[src/rtl/controle_multiciclo.sv]
// ============================================================================
//  Module      : controle_multiciclo
//  Description : Multi-cycle control unit for the 8-bit nRisc datapath.
//                Moore/Mealy decode of the state register drives the datapath.
//  Revision    : 1.0
// ============================================================================
`default_nettype none

module controle_multiciclo (
    input  logic       clock,
    input  logic       reset,
    input  logic [7:0] instrucao,
    input  logic       zero,
    input  logic       mem_pronto,
    output logic [1:0] ULAOp,
    output logic       ula_fonte_a,
    output logic [1:0] ula_fonte_b,
    output logic [1:0] pc_fonte,
    output logic       escreve_pc,
    output logic       escreve_ir,
    output logic       iord,
    output logic       le_mem,
    output logic       escreve_mem,
    output logic       escreve_reg,
    output logic       mem_para_reg,
    output logic [3:0] estado
);

    typedef enum logic [3:0] {
        BUSCA       = 4'd0,
        DECODIFICA  = 4'd1,
        EXECUTA     = 4'd2,
        ESCRITA_ULA = 4'd3,
        ENDERECO    = 4'd4,
        ACESSO_MEM  = 4'd5,
        ESCRITA_MEM = 4'd6,
        DESVIO      = 4'd7,
        SALTO       = 4'd8
    } estado_t;

    localparam logic [2:0] c_OP_ADD  = 3'b000;
    localparam logic [2:0] c_OP_SUB  = 3'b001;
    localparam logic [2:0] c_OP_SLT  = 3'b010;
    localparam logic [2:0] c_OP_ADDI = 3'b011;
    localparam logic [2:0] c_OP_LW   = 3'b100;
    localparam logic [2:0] c_OP_SW   = 3'b101;
    localparam logic [2:0] c_OP_BEQ  = 3'b110;

    localparam logic [1:0] c_ULA_ADD = 2'b00;
    localparam logic [1:0] c_ULA_SUB = 2'b01;
    localparam logic [1:0] c_ULA_SLT = 2'b10;

    localparam logic [1:0] c_B_REG   = 2'b00;
    localparam logic [1:0] c_B_UM    = 2'b01;
    localparam logic [1:0] c_B_IMED  = 2'b10;
    localparam logic [1:0] c_B_DESV  = 2'b11;

    estado_t    r_estado;
    estado_t    w_proximo;
    logic [2:0] w_opcode;
    logic       w_unused;

    assign w_opcode = instrucao[7:5];
    assign w_unused = &{1'b0, instrucao[4:0]};
    assign estado   = r_estado;

    always_ff @(posedge clock or posedge reset) begin
        if (reset) begin
            r_estado <= BUSCA;
        end else begin
            r_estado <= w_proximo;
        end
    end

    always_comb begin
        w_proximo    = BUSCA;
        ULAOp        = c_ULA_ADD;
        ula_fonte_a  = 1'b0;
        ula_fonte_b  = c_B_REG;
        pc_fonte     = 2'b00;
        escreve_pc   = 1'b0;
        escreve_ir   = 1'b0;
        iord         = 1'b0;
        le_mem       = 1'b0;
        escreve_mem  = 1'b0;
        escreve_reg  = 1'b0;
        mem_para_reg = 1'b0;

        // Outputs are forced low for the whole time reset is high, not just on the edge.
        if (!reset) begin
            case (r_estado)
                BUSCA: begin
                    le_mem      = 1'b1;
                    ula_fonte_b = c_B_UM;
                    if (mem_pronto) begin
                        escreve_ir = 1'b1;
                        escreve_pc = 1'b1;
                        w_proximo  = DECODIFICA;
                    end else begin
                        w_proximo  = BUSCA;
                    end
                end

                DECODIFICA: begin
                    ula_fonte_b = c_B_DESV;
                    case (w_opcode)
                        c_OP_LW, c_OP_SW: w_proximo = ENDERECO;
                        c_OP_BEQ:         w_proximo = DESVIO;
                        c_OP_ADD, c_OP_SUB, c_OP_SLT, c_OP_ADDI:
                                          w_proximo = EXECUTA;
                        default:          w_proximo = SALTO;
                    endcase
                end

                EXECUTA: begin
                    ula_fonte_a = 1'b1;
                    case (w_opcode)
                        c_OP_SUB: ULAOp = c_ULA_SUB;
                        c_OP_SLT: ULAOp = c_ULA_SLT;
                        default:  ULAOp = c_ULA_ADD;
                    endcase
                    ula_fonte_b = (w_opcode == c_OP_ADDI) ? c_B_IMED : c_B_REG;
                    w_proximo   = ESCRITA_ULA;
                end

                ESCRITA_ULA: begin
                    escreve_reg = 1'b1;
                    w_proximo   = BUSCA;
                end

                ENDERECO: begin
                    ula_fonte_a = 1'b1;
                    ula_fonte_b = c_B_IMED;
                    w_proximo   = ACESSO_MEM;
                end

                ACESSO_MEM: begin
                    iord = 1'b1;
                    if (w_opcode == c_OP_SW) begin
                        escreve_mem = 1'b1;
                    end else begin
                        le_mem      = 1'b1;
                    end
                    if (!mem_pronto) begin
                        w_proximo = ACESSO_MEM;
                    end else if (w_opcode == c_OP_SW) begin
                        w_proximo = BUSCA;
                    end else begin
                        w_proximo = ESCRITA_MEM;
                    end
                end

                ESCRITA_MEM: begin
                    escreve_reg  = 1'b1;
                    mem_para_reg = 1'b1;
                    w_proximo    = BUSCA;
                end

                DESVIO: begin
                    ula_fonte_a = 1'b1;
                    ULAOp       = c_ULA_SUB;
                    pc_fonte    = 2'b01;
                    escreve_pc  = zero;
                    w_proximo   = BUSCA;
                end

                SALTO: begin
                    escreve_pc = 1'b1;
                    pc_fonte   = 2'b10;
                    w_proximo  = BUSCA;
                end

                default: w_proximo = BUSCA;
            endcase
        end
    end

endmodule

`default_nettype wire
[config.mk]
export PLATFORM = sky130hd
export DESIGN_NAME = controle_multiciclo
export DESIGN_NICKNAME = d
export VERILOG_FILES = /design/src/rtl/controle_multiciclo.sv
export SDC_FILE = /design/constraint.sdc
export NUM_CORES = 1
export LEC_CHECK = 0
export ABC_AREA = 1
export CAP_MARGIN = 20
export CELL_PAD_IN_SITES_DETAIL_PLACEMENT = 1
export CELL_PAD_IN_SITES_GLOBAL_PLACEMENT = 2
export CORE_ASPECT_RATIO = 1.75
export CORE_MARGIN = 2
export CORE_UTILIZATION = 16
export DETAILED_ROUTE_END_ITERATION = 12
export PLACE_DENSITY_LB_ADDON = 0.1
export SYNTH_ARGS = -nofsm -noshare
export SYNTH_HDL_FRONTEND = slang
export SYNTH_SLANG_ARGS = --single-unit
export TNS_END_PERCENT = 5
[constraint.sdc]
create_clock -name clock -period 1.6 [get_ports clock]
set_input_delay 0.32 -clock clock [delete_from_list [all_inputs] [get_ports clock]]
set_output_delay 0.32 -clock clock [all_outputs]
set_load 0.02 [all_outputs]
==> metrics.yaml <==
fin_crit_sh: 1.06
clock_skew_ns: 0.00670
fin_cells: 154
cp.arrival_ns: 1.37
syn_to_final_growth_pct: 98.9
dp_hpwl_um: 1660
hold_violations: 0
wirelength_um: 1960
grt_pass1_wl_um: 3150
dieArea_um2: 3430
antenna_left: 0
hp-class: "input pin to async pin"
worst-r2r-cell-count: 8
max_freq_mhz: 591
start_util: 0.166
cts_max_level: 1
overflow: 0
n_antenna_cell: 0
placed_area_um2: 903
ctsHoldBuffers: 0
maxCapViolations: 0
synth_seq_cells: 4
slew_violations: 0
start_kind: "input pin"
coreArea_um2: 2860
drtIter0Drc: 3
place.gp.congestion: 0.755
yosys_warnings: 0
vias: 683
vdd_ir_drop_max_uv: 386
nFillCells: 388
first_pass_iters: 2
synth_area_per_cell_um2: 6.08
antenna_found_initial: 0
wire_per_inst_um: 12.7
layout-drive-gt1-share: 0.516
route.detailed.drc: 0
crit_fanout: 4
synth_nets: 90
nets: 140
tritoncts: "built"
cts-root-buf: "clkbuf_8"
clk_transition_reported_paths_ns: 0.03
ioPinCount: 30
post-route-util: 0.330
max_slew_margin: 0.849
mostFrequentLayoutCells: "buf_4, nand2_1, inv_1, nor2_1, nand3_1"
rows: 26
status: "finished, violations left"
worst_slack_ns: -0.0921
place.port_buffers: 24
clock_path_buffers: 2
end_kind: "output port"
final_area_um2: 943
period_needed_ns: 1.69
layout_commonest_cell: "buf_4"
track_usage: 0.123
cts.sinks: 4
p_per_area_nw_per_um2: 701
grt_pass1_vias: 713
dp.cells: 150
violations: "negative setup slack"
clkLatencyLatePin_ns: 0.22
critPathKind: "input pin to output port"
syn_area_um2: 474
dieHeight_um: 76.0
synthCells: 78
rsz0062_at_grt: "true"
die_w_um: 45.2
grt_max_degree: 8
synth_cell_types: 20
setup_viol: 11
whs_ns: 0.356
cts-buffers-inserted: 3
vias_per_cell: 4.44
synth_seq_area_share: 0.211
worstMarginPinSlew_ns: 0.227
leakage_nw: 0.497
largest_register_ffs: 4
cp.required_ns: 1.28
## repair_timing
item,CTS,global route
buffers inserted,0,1
pin swaps,1,4
endpoints found under the setup margin,17,15
resized for setup,78,8
## layer usage
metal,share of wire,global-route usage
met5,0,0
met4,0,0.0529
met3,0.024,0.0142
met2,0.63,0.239
met1,0.35,0.118
## stage by stage
step | worst slack (ns) | TNS, ns | power, mW
final | -0.0921 | -0.558 | 0.662
after global routing | -0.184 | -1.79 | 0.707
after CTS | -0.128 | -0.999 | 0.666
after detailed placement | -0.649 | -6.72 | 0.454
after global placement | -0.591 | -6.38 | 0.452
after floorplan | -0.0131 | -0.0145 | 0.284
## worst max-delay path, cell delays in order
cell and delay, ns:
clkdlybuf4s50_1 0.49, inv_1 0.16, nand4_1 0.12, o21ai_1 0.13
buf_4 0.15
## cells by family after synthesis
group / after synthesis / synth area share
flops: 4 / 0.211
compound gates: 11 / 0.140
buf+inv: 17 / 0.153
simple gates: 46 / 0.496
## power by group
| part | internal, mW | switching, mW |
|---|---|---|
| logic | 0.145 | 0.172 |
| clock network | 0.160 | 0.0536 |
| registers | 0.112 | 0.0184 |
| total | 0.417 | 0.244 |
## worst paths after layout
check	from	to	slack, ns
max	instrucao[7]	ULAOp[0]	-0.09
min	reset	estado[1]	0.36
max reg2reg	estado[1]	estado[2]	0.39
min reg2reg	estado[3]	estado[3]	0.80
max in group asynchronous	reset	estado[0]	1.13
min in group clock	instrucao[6]	estado[3]	0.65
## Yosys cell counts, drive strengths merged
cell type / n / area [µm²]
nand2: 18 / 82.6
inv: 15 / 56.3
nor2: 15 / 78.8
nand3: 9 / 45.0
a21oi: 7 / 35.0
dfrtp: 4 / 100
buf: 2 / 16.3
nor3: 2 / 10.0
o211ai: 2 / 20.0
a31oi: 1 / 6.26
nand4: 1 / 6.26
nor4: 1 / 12.5
o21ai: 1 / 5.00
## final cells by class
| class | instances | area (µm²) | area share |
|---|---|---|---|
| inverters | 15 | 56.3 | 0.0597 |
| repair buffers | 47 | 370 | 0.393 |
| clock buffers | 3 | 41.3 | 0.0438 |
| well taps | 28 | 35.0 | 0.0371 |
| multi-input cells | 57 | 338 | 0.358 |
| flip-flops and latches | 4 | 103 | 0.109 |
Note: power is estimated with default switching activity, not from simulation.
